**config.mk**
```make
export PLATFORM = sky130hd
export DESIGN_NAME = uncached_write_buffer
export DESIGN_NICKNAME = d
export VERILOG_FILES = /design/src/rtl/uncached_write_buffer_pkg.sv /design/src/rtl/uncached_write_buffer.sv
export SDC_FILE = /design/constraint.sdc
export NUM_CORES = 1
export LEC_CHECK = 0
export ABC_AREA = 1
export BUFFER_PORTS_ARGS = -buffer_cell sky130_fd_sc_hd__buf_4
export CORE_MARGIN = 3
export CORE_UTILIZATION = 60
export CTS_CLUSTER_DIAMETER = 120
export CTS_CLUSTER_SIZE = 8
export DETAILED_ROUTE_END_ITERATION = 7
export MAX_ROUTING_LAYER = met4
export PLACE_DENSITY = 0.82
export SYNTH_ARGS = -nofsm -noshare
export SYNTH_HDL_FRONTEND = slang
export SYNTH_SLANG_ARGS = --single-unit
```
**constraint.sdc**
```tcl
create_clock -name clk -period 8.8 [get_ports clk]
set_input_delay 0.88 -clock clk [delete_from_list [all_inputs] [get_ports clk]]
set_output_delay 0.88 -clock clk [all_outputs]
set_load 0.03 [all_outputs]
```
**src/rtl/uncached_write_buffer_pkg.sv**
```systemverilog
// Shared definitions for the uncached write buffer: entry layout, FSM states
// and the byte-lane merge helper used by write-combining.
package uncached_write_buffer_pkg;

    localparam int unsigned UWB_ADDR_WIDTH = 32;
    localparam int unsigned UWB_DATA_WIDTH = 32;
    localparam int unsigned UWB_BE_WIDTH   = UWB_DATA_WIDTH / 8;

    typedef enum logic [1:0] {
        IDLE = 2'd0,
        READ = 2'd1,
        DONE = 2'd2
    } uncached_wbuf_state_t;

    typedef struct packed {
        logic [UWB_ADDR_WIDTH-1:0] addr;
        logic [UWB_DATA_WIDTH-1:0] data;
        logic [UWB_BE_WIDTH-1:0]   be;
    } uncached_wbuf_entry_t;

    // Overwrite only the byte lanes selected by be.
    function automatic logic [UWB_DATA_WIDTH-1:0] merge_bytes(
        input logic [UWB_DATA_WIDTH-1:0] old_data,
        input logic [UWB_DATA_WIDTH-1:0] new_data,
        input logic [UWB_BE_WIDTH-1:0]   be
    );
        logic [UWB_DATA_WIDTH-1:0] res;
        res = old_data;
        for (int i = 0; i < int'(UWB_BE_WIDTH); i++) begin
            if (be[i]) res[8*i +: 8] = new_data[8*i +: 8];
        end
        return res;
    endfunction

endpackage

```
**src/rtl/uncached_write_buffer.sv**
```systemverilog
// Posted-write buffer for the uncached data path: in-order write drain with
// optional tail write-combining; reads are issued only once all writes drain.
module uncached_write_buffer
    import uncached_write_buffer_pkg::*;
#(
    parameter int unsigned DEPTH      = 4,
    parameter int unsigned ADDR_WIDTH = 32,
    parameter int unsigned DATA_WIDTH = 32,
    parameter bit          MERGE_EN   = 1'b1
) (
    input  logic                    clk,
    input  logic                    rst,
    input  logic                    cpu_uncached_write,
    input  logic                    cpu_uncached_read,
    input  logic [ADDR_WIDTH-1:0]   cpu_address,
    input  logic [DATA_WIDTH-1:0]   cpu_wrdata,
    input  logic [DATA_WIDTH/8-1:0] cpu_byteenable,
    output logic                    cpu_uncached_stall,
    output logic [DATA_WIDTH-1:0]   cpu_uncached_rddata,
    output logic                    mem_write,
    output logic                    mem_read,
    output logic [ADDR_WIDTH-1:0]   mem_address,
    output logic [DATA_WIDTH-1:0]   mem_wrdata,
    output logic [DATA_WIDTH/8-1:0] mem_byteenable,
    input  logic                    mem_stall,
    input  logic [DATA_WIDTH-1:0]   mem_rddata,
    output logic                    wbuf_empty
);

    localparam int unsigned BE_WIDTH = DATA_WIDTH / 8;
    localparam int unsigned PTR_W    = $clog2(DEPTH);
    localparam int unsigned CNT_W    = PTR_W + 1;
    localparam int unsigned OFFS_W   = $clog2(BE_WIDTH);
    localparam logic [CNT_W-1:0] DEPTH_C = CNT_W'(DEPTH);

    // Entry layout comes from the shared bus header, so widths must agree with it.
    if (DEPTH < 2 || (DEPTH & (DEPTH - 1)) != 0 || ADDR_WIDTH != UWB_ADDR_WIDTH ||
        DATA_WIDTH != UWB_DATA_WIDTH || (DATA_WIDTH % 8) != 0) begin : g_param_err
        $error("uncached_write_buffer: unsupported parameter set");
    end

    uncached_wbuf_state_t state_q, state_d;
    logic [PTR_W-1:0]      head_q, head_d, tail_q, tail_d, last_idx;
    logic [CNT_W-1:0]      count_q, count_d;
    logic [ADDR_WIDTH-1:0] rd_addr_q, rd_addr_d;
    logic [DATA_WIDTH-1:0] rd_data_q, rd_data_d;
    uncached_wbuf_entry_t  entry_q [DEPTH];
    logic                  merge_hit, wr_ok, push, merge, pop;

    always_comb begin
        state_d            = state_q;
        head_d             = head_q;
        tail_d             = tail_q;
        count_d            = count_q;
        rd_addr_d          = rd_addr_q;
        rd_data_d          = rd_data_q;
        pop                = 1'b0;
        mem_write          = 1'b0;
        mem_read           = 1'b0;
        mem_address        = entry_q[head_q].addr;
        mem_wrdata         = entry_q[head_q].data;
        mem_byteenable     = entry_q[head_q].be;
        cpu_uncached_stall = 1'b0;

        last_idx  = tail_q - PTR_W'(1);
        merge_hit = MERGE_EN && (count_q >= CNT_W'(2)) &&
                    (cpu_address[ADDR_WIDTH-1:OFFS_W] ==
                     entry_q[last_idx].addr[ADDR_WIDTH-1:OFFS_W]);
        // Merge targets the tail, never the head, so it is legal even when full.
        wr_ok = !rst && ((count_q < DEPTH_C) || merge_hit);
        push  = cpu_uncached_write && wr_ok && !merge_hit;
        merge = cpu_uncached_write && wr_ok && merge_hit;

        case (state_q)
            IDLE: begin
                if (count_q != '0) begin
                    mem_write = 1'b1;
                    pop       = !mem_stall;
                end else if (cpu_uncached_read && !rst) begin
                    state_d   = READ;
                    rd_addr_d = cpu_address;
                end
            end
            READ: begin
                mem_read    = 1'b1;
                mem_address = rd_addr_q;
                if (!mem_stall) begin
                    rd_data_d = mem_rddata;
                    state_d   = DONE;
                end
            end
            DONE: state_d = IDLE;
            default: state_d = IDLE;
        endcase

        if (cpu_uncached_write) begin
            cpu_uncached_stall = !wr_ok;
        end else if (cpu_uncached_read) begin
            cpu_uncached_stall = rst || (state_q != DONE);
        end

        if (pop)  head_d = head_q + PTR_W'(1);
        if (push) tail_d = tail_q + PTR_W'(1);
        count_d = count_q + CNT_W'(push) - CNT_W'(pop);
    end

    always_ff @(posedge clk) begin
        if (rst) begin
            state_q   <= IDLE;
            head_q    <= '0;
            tail_q    <= '0;
            count_q   <= '0;
            rd_addr_q <= '0;
            rd_data_q <= '0;
        end else begin
            state_q   <= state_d;
            head_q    <= head_d;
            tail_q    <= tail_d;
            count_q   <= count_d;
            rd_addr_q <= rd_addr_d;
            rd_data_q <= rd_data_d;
        end
    end

    // Entry storage needs no reset: count gates every use of it.
    always_ff @(posedge clk) begin
        if (push) begin
            entry_q[tail_q] <= '{addr: cpu_address, data: cpu_wrdata, be: cpu_byteenable};
        end else if (merge) begin
            entry_q[last_idx].data <= merge_bytes(entry_q[last_idx].data, cpu_wrdata,
                                                  cpu_byteenable);
            entry_q[last_idx].be   <= entry_q[last_idx].be | cpu_byteenable;
        end
    end

    assign cpu_uncached_rddata = rd_data_q;
    assign wbuf_empty          = (count_q == '0) && (state_q == IDLE);

    logic unused_be_width;
    assign unused_be_width = ^BE_WIDTH;

endmodule

```
[Yosys cells after proc, flatten, opt, wreduce, memory -nomap -nowiden]
Memories as Yosys holds them, arrays and structs flattened. A register that Yosys moved wholly into a read port is not among the register bits.
Index checks and enable logic that the tools add are counted.
Cells by class
  $add $sub $neg: 5
  magnitude comparators: 2
  equality and inequality tests: 6
  mux-type cells: 34
  bitwise logic cells: 3
  reductions and logical operators: 20
Operator list (number)
  $mux W8: 12
  $mux W68: 1
  $reduce_or A68 Y1: 1
  $mux W32: 1
  $eq A30 B30 Y1: 1
  $mux W2: 7
  $mux W1: 12
  $ne A2 B2 Y1 const B: 4
  $logic_and A1 B1 Y1: 7
  $reduce_and A3 Y1: 2
  $add A2 B1 Y2 const B: 2
  $logic_not A1 Y1: 4
  $or A4 B4 Y4: 1
  $pmux W2 S2: 1
  $add A3 B1 Y3: 1
  $ge A3 B2 Y1 const B: 1
  $logic_not A3 Y1: 1
  $lt A3 B3 Y1 const B: 1
  $reduce_bool A3 Y1: 1
  $sub A3 B1 Y3: 1
  $eq A2 B1 Y1 const B: 1
  $logic_not A2 Y1: 1
  $logic_or A1 B1 Y1: 2
  $not A1 Y1: 2
  other kinds (2): 2
Word-level totals
  register bits after elaboration: 73
  memory bits (writable): 272
  input bits: 105
  output and inout port bits: 104
  word-level logic and storage cells: 77
  memories kept: 1
Memories
  entry_q: depth 4, bits a word 68, rd ports 2, clocked after memory_dff 1, wr ports 1, RTL line uncached_write_buffer.sv:47  | uncached_wbuf_entry_t entry_q [DEPTH];

[Logic depth before layout (Yosys ltp)]
An unclocked memory read counts as a cell.
  word-level depth: 13
  mapped depth: 23
  gate-level depth less buffers: 22

[Least setup slack after synthesis]
OpenSTA, ideal clock, no wires.
  kind: register to register
  start point: register tail_q[0]
  end point: memory entry_q[1][0] in the netlist's numbering, enable pin
  library setup time: 429 ps
  arrival time: 3309 ps
  data required time: 8371 ps
  path slack: 5062 ps
  cell stages (with the launch flop): 20
  path buffers: 2
  clock period less this slack: 3738 ps
  path through: dfxtp_1 buf_6 inv_4 nand2_4 nand2_4 inv_6 buf_6 nand2_1 nand2_1 nand2_1 nand2_1 nor2_1 nand2_1 nor2_1 nand2_1 nor2_1 nand3_1 nand2_1 nand2_1 nor2_1
On the way
  cells in the longest elaborated chain, start to end: 13
  elaborated cells between the ends (all ways): 18
  those cells by class: add/sub: 1; eq/ne: 1; mux: 7; reduce/logical: 8; memory: 1
RTL lines
  from (decl): RTL line uncached_write_buffer.sv:43  | logic [PTR_W-1:0] head_q, head_d, tail_q, tail_d, last_idx;
  from (signal assigned): RTL line uncached_write_buffer.sv:118  | tail_q <= tail_d;
  $sub A2 B1 Y2: RTL line uncached_write_buffer.sv:65  | last_idx = tail_q - PTR_W'(1);
  $mem_v2 Z4 W68
  $eq A30 B30 Y1: RTL line uncached_write_buffer.sv:67  | (cpu_address[ADDR_WIDTH-1:OFFS_W] ==
  $logic_and A1 B1 Y1: RTL line uncached_write_buffer.sv:66  | merge_hit = MERGE_EN && (count_q >= CNT_W'(2)) &&
  $logic_or A1 B1 Y1: RTL line uncached_write_buffer.sv:70  | wr_ok = !rst && ((count_q < DEPTH_C) || merge_hit);
  $logic_and A1 B1 Y1: RTL line uncached_write_buffer.sv:70
  $logic_and A1 B1 Y1: RTL line uncached_write_buffer.sv:71, uncached_write_buffer.sv:72
  $logic_and A1 B1 Y1: RTL line uncached_write_buffer.sv:72  | merge = cpu_uncached_write && wr_ok && merge_hit;
  $mux W1: RTL line uncached_write_buffer.sv:129  | end else if (merge) begin
  $mux W1: RTL line uncached_write_buffer.sv:127  | if (push) begin
  $mux W1 (implied by the code): RTL line uncached_write_buffer.sv:130, uncached_write_buffer.sv:132
  $reduce_or A68 Y1 (no source line)
  $mux W2 (no source line)
  to (decl): RTL line uncached_write_buffer.sv:47
Parallel ways exist; a longest one is shown, timed or not.

[Final worst setup path]
  start point: register tail_q[0]
  end point: output cpu_uncached_stall
On the way
  cells in the longest elaborated chain, start to end: 8
RTL lines
  $sub A2 B1 Y2: RTL line uncached_write_buffer.sv:65
  $mem_v2 Z4 W68
  $eq A30 B30 Y1: RTL line uncached_write_buffer.sv:67
  $logic_and A1 B1 Y1: RTL line uncached_write_buffer.sv:66
  $logic_or A1 B1 Y1: RTL line uncached_write_buffer.sv:70
  $logic_and A1 B1 Y1: RTL line uncached_write_buffer.sv:70
  $logic_not A1 Y1: RTL line uncached_write_buffer.sv:97  | cpu_uncached_stall = !wr_ok;
  $mux W1: RTL line uncached_write_buffer.sv:96  | if (cpu_uncached_write) begin
  to (decl): RTL line uncached_write_buffer.sv:18  | output logic cpu_uncached_stall,
No other way between the ends.

==> out/metrics.csv <==
stage;metric;value;unit
routing;initialDrtViolationCount;1996;
cells_and_area;drive_gt1_share;14.8;%
power_and_ir_drop;p_leak;7.75;nW
sta;period_share;63.4;%
yosys;synth_nets;1965;
yosys;ys_types;35;
sta;hold_ws;0.459;ns
clock_network;clkTransAtPathRegs;0.05;ns
floorplan;coreArea;0.0271;sq mm
cells_and_area;multi_input_area;0.00606;sq mm
cells_and_area;post-route-util;72.9;%
routing;drt_pass1_iterations;8;
clock_network;clk_latency;0.57;ns
sta;max_freq;179;MHz
yosys;synthArstFlopShare;0;%
yosys;netlist.area_leader.share;49.1;%
floorplan;fp-row-count;60;
worst_setup_path;cpPeakStageDelay;0.75;ns
routing;num_vias;14800;
cells_and_area;n_antenna_cell;0;
placed_design;portBuffers;208;
placed_design;place_inst;2328;
sta;skew;0.0310;ns
global_routing;grtUsageTotal;31.7;%
floorplan;dieArea;0.0298;sq mm
yosys;synth_cells;1856;
clock_network;hold_buffers;0;
sta;tightest_slew;1.22;ns
power_and_ir_drop;p_total;0.00541;W
yosys;synth_seq_cells;347;
clock_network;cts_resized;0;
cells_and_area;syn2layout_area_growth;18.7;%
global_routing;grt_pass1_wl;74300;microns
clock_network;cts_tree;done;
flow_run;maxCapViolCount;0;
clock_network;cts_buffers;49;
worst_setup_path;worstPathArrival;4.70;ns
worst_setup_path;cp_top_family;simple AND/OR/NAND/NOR gates;
sta;setup_viol;0;
worst_setup_path;endpoint_kind;output port;
cells_and_area;fin_cells;2417;
sta;slew_violations;0;
routing;post_drt_wl_per_cell;19.7;microns
floorplan;initial_core_util;61.4;%
yosys;yosys.area.top_type;edfxtp_1;
placed_design;gp_congestion;0.955;
clock_network;cts-htree-levels;2;
global_routing;antenna_found_initial;0;
routing;routed_wl;47700;microns
cells_and_area;nets;2116;
global_routing;grt_max_degree;112;
clock_network;postCtsSetupRepairBufs;0;
worst_setup_path;regToRegSetupSlack;3.28;ns
sta;hold_viol_final;0;
worst_setup_path;worst_ep_required_time;7.92;ns
floorplan;io_pins;209;
sta;grt_setup_unrepaired;no;
clock_network;cts.sinks;347;
placed_design;hpwlAfterDp;28900;microns
cells_and_area;regArea;0.00968;sq mm
yosys;yosys_warnings;0;
floorplan;fp.dieH;173;microns
worst_setup_path;critPathKind;flop to output port;
yosys;avgSynthCellArea;8.97;sq um
global_routing;grt_pass1_vias;14600;
yosys;synth_edf_count;272;
clock_network;clock_path_buffers;3;
sta;slew_headroom;18.4;%
run_status;violations;DRC;
global_routing;grt.overflow.total;0;
floorplan;die-width;173;microns
clock_network;root_buffer;clkbuf_16;
yosys;netlist_area;0.0166;sq mm
worst_setup_path;crit_path_max_fanout;69;
power_and_ir_drop;powerDensity;274;mW/mm^2
worst_hold_path;hp-class;flop to flop;
yosys;synth_area_leaders;edfxtp_1 (49%), dfxtp_1 (9.0%), nand2_1 (8.9%);
routing;drcViolationCount;2;
sta;fin_crit;5.58;ns
power_and_ir_drop;max-vdd-ir-drop;0.000203;V
worst_setup_path;path_common_cell;nand2_1;
worst_setup_path;cp-start-kind;flop;
cells_and_area;n_fill_cell;1929;
yosys;synth_flop_cell;edfxtp_1;
sta;final.setup.tns;0;ns
routing;vias_per_cell;6.12;
worst_setup_path;path_cells;buf_4 > inv_4 > nand2_4 > nand2_4 > inv_6 > nand2_1 > nand3_1 > nand4_1 > nor2_1 > nand2_1 > nor2_1 > nand2_1 > a21oi_1 > a21oi_1 > buf_4;
run_status;status;complete, but fails checks;
yosys;ys_seq_area_share;58.1;%
worst_setup_path;crit_buf_inv;4;
worst_setup_path;crit_slowest_cell;dfxtp_2;
routing;ant_nets;0;
final cells by class:
class,count,share of cell area [%]
timing repair buffer,225,8.55
multi-input combinational,1267,30.6
inverter,117,2.26
tap,372,2.36
sequential,347,49.0
clock buffer,85,6.89
clock inverter,4,0.336
cells by family after synthesis:
family / after synthesis / share of synthesized area, %
adder cells (fa/ha/maj): 4 / 0.346
AND/OR/NAND/NOR: 724 / 17.3
buffers and inverters: 242 / 5.96
AO/OA/AOI/OAI: 524 / 17.4
flip-flops: 347 / 58.1
XOR/XNOR: 1 / 0.0526
multiplexers: 14 / 0.842
sequential cells by signal (all words and copies together) (netlist names), named ones only:
name,flops
tail_q,2
state_q,2
entry_q,272
head_q,2
cpu_uncached_rddata,32
count_q,3
rd_addr_q,32
metrics by stage:
step                      area [sq um]  setup slack (ns)
after floorplan                  16600              5.06
after global placement           18300              3.47
after detailed placement         18300              3.40
after CTS                        19800              3.29
after global routing             19800              2.88
final                            19800              3.22
routing by layer:
metal / GRT usage (%) / vias to the layer above / wire (microns)
met4: 13.6 / 0 / 1690
met2: 50.7 / 945 / 22900
li1: - / 6796 / -
met1: 40.9 / 6885 / 18000
met5: - / - / 0
met3: 4.55 / 170 / 5130
cell usage in the layout (no fill, tap or decap), types with 36 or more instances in the layout:
cell type,count
a21oi_1,95
nand3_1,97
o21ai_0,231
nor2_1,210
edfxtp_1,272
dfxtp_1,71
nand2_1,395
inv_1,109
clkbuf_16,49
clkbuf_1,36
a22oi_1,36
o22ai_1,73
buf_4,225
where the power goes:
part	switching, W	internal, W
sequential	0.000101	0.00190
clock	0.000691	0.00105
combinational	0.00115	0.000519
worst reg2reg max path: cells and delay by family (launching register included):
family                 cells  cell delay (ns)
buffers and inverters      5             1.76
flip-flops                 1             0.75
AND/OR/NAND/NOR           15             2.59
cell usage after synthesis (2+ instances only):
library cell	count
dfxtp_1	75
o21ai_1	34
mux2i_1	14
clkbuf_1	82
ha_1	3
a21oi_1	95
a31oi_1	31
o22ai_1	73
o31ai_1	2
nand2_1	396
nor2_1	220
o211ai_1	21
a22oi_1	36
nand2_4	2
inv_2	2
clkinv_1	4
nand3_1	97
edfxtp_1	272
inv_1	109
buf_1	16
buf_6	6
o21ai_0	231
buf_2	19
buf_4	2
nand4_1	4
path summary, 6_finish.rpt:
kind	start	end	depth (start not counted)
max	tail_q[0]	cpu_uncached_stall	15
min	cpu_uncached_rddata[21]	cpu_uncached_rddata[21]	2
max reg2reg	tail_q[0]	entry_q[1][38]	20
min reg2reg	cpu_uncached_rddata[21]	cpu_uncached_rddata[21]	2
Note: power is estimated with default switching activity, not from simulation.
